## src/rtl/corr_pkg.sv

```systemverilog
// Shared constants and FSM state type for the correlator array and the
// disparity-selection stage that follows it.
package corr_pkg;

    localparam int NCORR      = 21;
    localparam int CORR_W     = 16;
    localparam int IDX_W      = 5;
    localparam int MIN_MARGIN = 16;

    typedef enum logic [1:0] {
        IDLE = 2'd0,
        SCAN = 2'd1,
        DONE = 2'd2
    } state_e;

endpackage

```

## src/rtl/peak_track.sv

```systemverilog
// Combinational best/runner-up update for one correlation sample.
// The caller owns the registers; this only computes their next values.
module peak_track
    import corr_pkg::*;
(
    input  logic [CORR_W-1:0] v_i,
    input  logic [IDX_W-1:0]  cnt_i,
    input  logic [CORR_W-1:0] best_i,
    input  logic [CORR_W-1:0] second_i,
    input  logic [IDX_W-1:0]  idx_i,
    output logic [CORR_W-1:0] best_o,
    output logic [CORR_W-1:0] second_o,
    output logic [IDX_W-1:0]  idx_o
);

    always_comb begin
        best_o   = best_i;
        second_o = second_i;
        idx_o    = idx_i;
        // Strict compare: an equal later lag never steals the index but does fill second.
        if (v_i > best_i) begin
            second_o = best_i;
            best_o   = v_i;
            idx_o    = cnt_i;
        end else if (v_i > second_i) begin
            second_o = v_i;
        end
    end

endmodule

```

## src/rtl/corr_peak_select.sv

```systemverilog
// Disparity selection: snapshots all correlation lags on start, scans one lag
// per clock, then publishes winning lag, peak, runner-up and a confidence flag.
module corr_peak_select
    import corr_pkg::*;
(
    input  logic                    clk,
    input  logic                    rst,
    input  logic                    start,
    input  logic [NCORR*CORR_W-1:0] corr_in,
    output logic                    busy,
    output logic                    disp_valid,
    output logic [IDX_W-1:0]        disp_idx,
    output logic [CORR_W-1:0]       disp_peak,
    output logic [CORR_W-1:0]       disp_second,
    output logic                    disp_conf,
    output logic                    overrun,
    output logic [1:0]              dbg_state
);

    localparam logic [IDX_W-1:0] LAST_LAG = IDX_W'(NCORR - 1);

    state_e            state_q, state_d;
    logic [IDX_W-1:0]  cnt_q, cnt_d;
    logic [CORR_W-1:0] best_q, best_d;
    logic [CORR_W-1:0] second_q, second_d;
    logic [IDX_W-1:0]  idx_q, idx_d;
    logic [CORR_W-1:0] snap_q [NCORR];

    logic [CORR_W-1:0] pt_best, pt_second;
    logic [IDX_W-1:0]  pt_idx;
    logic [CORR_W-1:0] margin;
    logic              accept;

    assign accept    = (state_q == IDLE) && start;
    assign busy      = (state_q != IDLE);
    assign dbg_state = state_q;
    assign margin    = best_q - second_q;

    peak_track u_peak_track (
        .v_i      (snap_q[cnt_q]),
        .cnt_i    (cnt_q),
        .best_i   (best_q),
        .second_i (second_q),
        .idx_i    (idx_q),
        .best_o   (pt_best),
        .second_o (pt_second),
        .idx_o    (pt_idx)
    );

    // Snapshot carries no reset: it is only read after an accepting start reloads it.
    always_ff @(posedge clk) begin
        if (accept) begin
            for (int k = 0; k < NCORR; k++) begin
                snap_q[k] <= corr_in[k*CORR_W +: CORR_W];
            end
        end
    end

    always_comb begin
        state_d  = state_q;
        cnt_d    = cnt_q;
        best_d   = best_q;
        second_d = second_q;
        idx_d    = idx_q;
        case (state_q)
            IDLE: begin
                if (start) begin
                    state_d  = SCAN;
                    cnt_d    = '0;
                    best_d   = '0;
                    second_d = '0;
                    idx_d    = '0;
                end
            end
            SCAN: begin
                best_d   = pt_best;
                second_d = pt_second;
                idx_d    = pt_idx;
                cnt_d    = cnt_q + IDX_W'(1);
                if (cnt_q == LAST_LAG) begin
                    state_d = DONE;
                end
            end
            DONE:    state_d = IDLE;
            default: state_d = IDLE;
        endcase
    end

    always_ff @(posedge clk) begin
        if (rst) begin
            state_q  <= IDLE;
            cnt_q    <= '0;
            best_q   <= '0;
            second_q <= '0;
            idx_q    <= '0;
        end else begin
            state_q  <= state_d;
            cnt_q    <= cnt_d;
            best_q   <= best_d;
            second_q <= second_d;
            idx_q    <= idx_d;
        end
    end

    always_ff @(posedge clk) begin
        if (rst) begin
            disp_valid  <= 1'b0;
            disp_idx    <= '0;
            disp_peak   <= '0;
            disp_second <= '0;
            disp_conf   <= 1'b0;
            overrun     <= 1'b0;
        end else begin
            disp_valid <= 1'b0;
            if (state_q == DONE) begin
                disp_valid  <= 1'b1;
                disp_idx    <= idx_q;
                disp_peak   <= best_q;
                disp_second <= second_q;
                disp_conf   <= (margin >= CORR_W'(MIN_MARGIN));
            end
            if (start && busy) begin
                overrun <= 1'b1;
            end
        end
    end

endmodule

```

## config.mk

```make
export PLATFORM = sky130hd
export DESIGN_NAME = corr_peak_select
export DESIGN_NICKNAME = d
export VERILOG_FILES = /design/src/rtl/corr_pkg.sv /design/src/rtl/peak_track.sv /design/src/rtl/corr_peak_select.sv
export SDC_FILE = /design/constraint.sdc
export NUM_CORES = 1
export LEC_CHECK = 0
export CORE_MARGIN = 2
export CORE_UTILIZATION = 51
export DETAILED_ROUTE_END_ITERATION = 10
export PLACE_DENSITY = 0.76
export SYNTH_ARGS = -nofsm -noshare
export SYNTH_HDL_FRONTEND = slang
export SYNTH_SLANG_ARGS = --single-unit
```

## constraint.sdc

```tcl
create_clock -name clk -period 23.2 [get_ports clk]
set_clock_uncertainty 0.05 [all_clocks]
set_input_delay 4.64 -clock clk [delete_from_list [all_inputs] [get_ports clk]]
set_output_delay 4.64 -clock clk [all_outputs]
set_load 0.05 [all_outputs]
```

==> flow_summary.ini <==
[run_status]
status = complete, no violations

[cts]
clock-root-buffer = clkbuf_16
post_cts_resized = 0
clk_latency_ns = 0.56
numCtsBuffers = 44
clock-sinks = 425
hold_buffers = 0
cts_buffer_depth = 3
postCtsSetupBuffers = 0
cts.clk_slew.worst_paths_ns = 0.06
cts_max_level = 2
cts_tree = built

[finish]
layout_common_cells = 380 x clkdlybuf4s50_1, 336 x edfxtp_1, 131 x nand2_1, 85 x a21oi_1, 85 x dfxtp_1
num-fill-cells = 2363
utilization_pct = 67.7
fin_nets = 1935
layout_commonest_cell = clkdlybuf4s50_1
syn2layout_area_growth_pct = 31.9
drive_above_1_share_pct = 12.0

[yosys]
syn_inst = 1165
ys_ff_latch = 425
synthFlopType = edfxtp_1
syn-num-nets = 1554
async_reset_ff_share_pct = 0
yosysWarnings = 0
ys_types = 59
syn_area_um2 = 17600
synth_edf_count = 336
avgSynthCellArea_um2 = 15.1
ys_seq_area_share_pct = 67.4

[floorplanning]
num_io_pins = 382
core_area_um2 = 34300
die_w_um = 190
die_h_um = 190
dieArea_um2 = 36000
start_util_pct = 51.3
placementRows = 68

[setup_path]
crit_family = buffers and inverters
critical_path_class = input port to flip-flop
end_kind = flip-flop
path_cells = clkdlybuf4s50_1 > inv_1 > nor2_4 > buf_12 > buf_4
critPathLaunchType = input port
cp_data_arrival_time_ns = 7.31
cp_slowest_cell = buf_4
crit_path_max_fanout = 182
slowest_delay_ns = 1.04
worstPathRequired_ns = 23.31
cp_num_buf_inv = 4

[power]
seqPwrFrac_pct = 50.5
p_leak_nw = 7.89
power.density_nw_per_um2 = 75.3
p_comb_share_pct = 12.0
swShare_pct = 22.7
clkPwrFrac_pct = 37.5
p_switching_w = 0.000396
ir_drop_uv = 67.3
p_int_w = 0.00135

[sta]
whs_ns = 0.401
finalSetupViolCount = 0
fmax_mhz = 139
drv_slew = 0
fin_crit_ns = 7.20
finalHoldViolCount = 0
worst_pin_slew_ns = 1.22
setup_tns_ns = 0
fin_crit_sh_pct = 31.0
relSlewSlack_pct = 18.9
rsz0062_at_grt = false

[placement]
dpl.hpwl_mm = 33.5
io_buffer_count = 381
place.gp.congestion = 0.886

[drt]
routed_wl_mm = 45.4
antenna_left = 0
dr.pass1.iters = 8
routed_via_density = 5.57
drt_iter0_drc = 841
drc = 0
wl_per_cell_um = 22.2
vias = 11400

[job]
drv_cap = 0

[hold_path]
hp-class = flip-flop to flip-flop

[global_route]
grt_pass1_vias = 11700
grtUsageTotal_pct = 25.5
grt_pass1_wl_mm = 67.6
antenna_found_initial = 14
grt_max_degree = 183
grt_overflow_total = 0
[flip-flops by register name, summed over array words and instances, names as in the netlist, 5 cells and up, named ones only]
name,cells
snap_q,336
second_q,16
disp_idx,5
best_q,16
disp_second,16
cnt_q,5
idx_q,5
disp_peak,16
[power by group through the flow]
stage                     Clock [W]  Sequential [W]  Combinational (W)
after floorplan                   0        0.000908           0.000119
after global placement            0        0.000897           0.000205
after detailed placement          0        0.000899           0.000209
after CTS                  0.000666        0.000883           0.000210
after global routing       0.000696        0.000887           0.000227
final                      0.000656        0.000883           0.000209
[layer usage]
| metal | global-route usage, % | share of wire [%] |
|---|---|---|
| met4 | 12.5 | 4.0 |
| met5 | 0 | 0 |
| met2 | 42.4 | 50 |
| met1 | 32.0 | 39 |
| met3 | 5.52 | 6.6 |
[cells by family after synthesis]
logic type | share of synthesized area, %
AND/OR/NAND/NOR | 6.26
adder cells (fa/ha/maj) | 3.60
AO/OA/AOI/OAI | 8.30
multiplexers | 11.5
buffers and inverters | 2.36
XOR/XNOR | 0.498
flip-flops | 67.4
[worst paths after layout]
path	startpoint	to	cells after the start	slack, ns
worst max register to register	flip-flop	idx_q[1]$_SDFFE_PP0P_	16	17.23
worst max-delay path	start	snap_q[19][5]$_DFFE_PP_	5	16.00
worst min-delay path	disp_second[12]$_SDFFE_PP0P_	disp_second[12]$_SDFFE_PP0P_	2	0.40
worst min register to register	disp_second[12]$_SDFFE_PP0P_	disp_second[12]$_SDFFE_PP0P_	2	0.40
[worst min-delay path: cells and delay by family (launching register included)]
kind / cells / cell delay [ns]
AOI/OAI and AO/OA: 1 / 0.05
and+or+nand+nor: 1 / 0.05
DFF: 1 / 0.30
[layout make-up]
cell class | count | area (µm²) | share of cell area [%]
Clock buffer | 62 | 1230 | 5.32
Multi-Input combinational cell | 640 | 5330 | 22.9
Sequential cell | 425 | 11900 | 51.2
Tap cell | 455 | 569 | 2.45
Clock inverter | 17 | 114 | 0.490
Antenna cell | 13 | 32.5 | 0.140
Inverter | 43 | 161 | 0.695
Timing Repair Buffer | 392 | 3900 | 16.8
[synthesized netlist by cell type, drive strengths merged (22+ instances only)]
| library cell | number | area [µm²] |
|---|---|---|
| dfxtp | 89 | 1780 |
| ha | 49 | 613 |
| nor2 | 39 | 146 |
| inv | 43 | 161 |
| mux2i | 22 | 220 |
| mux4 | 67 | 1510 |
| edfxtp | 336 | 10100 |
| o21ai | 48 | 240 |
| a21oi | 85 | 425 |
| mux2 | 27 | 304 |
| nand2 | 131 | 492 |
| clkbuf | 38 | 163 |
[stage by stage]
stage / instances / worst slack (ns) / power (W) / area [µm²]
floorplan: 1165 / 3.59 / 0.00103 / 17600
global placement: 1955 / 15.53 / 0.00110 / 21800
detailed placement: 1955 / 15.43 / 0.00111 / 21800
CTS: 2034 / 16.02 / 0.00176 / 23200
global route: 2046 / 15.81 / 0.00181 / 23200
finish: 2047 / 16.00 / 0.00175 / 23200
Note: power is estimated with default switching activity, not from simulation.
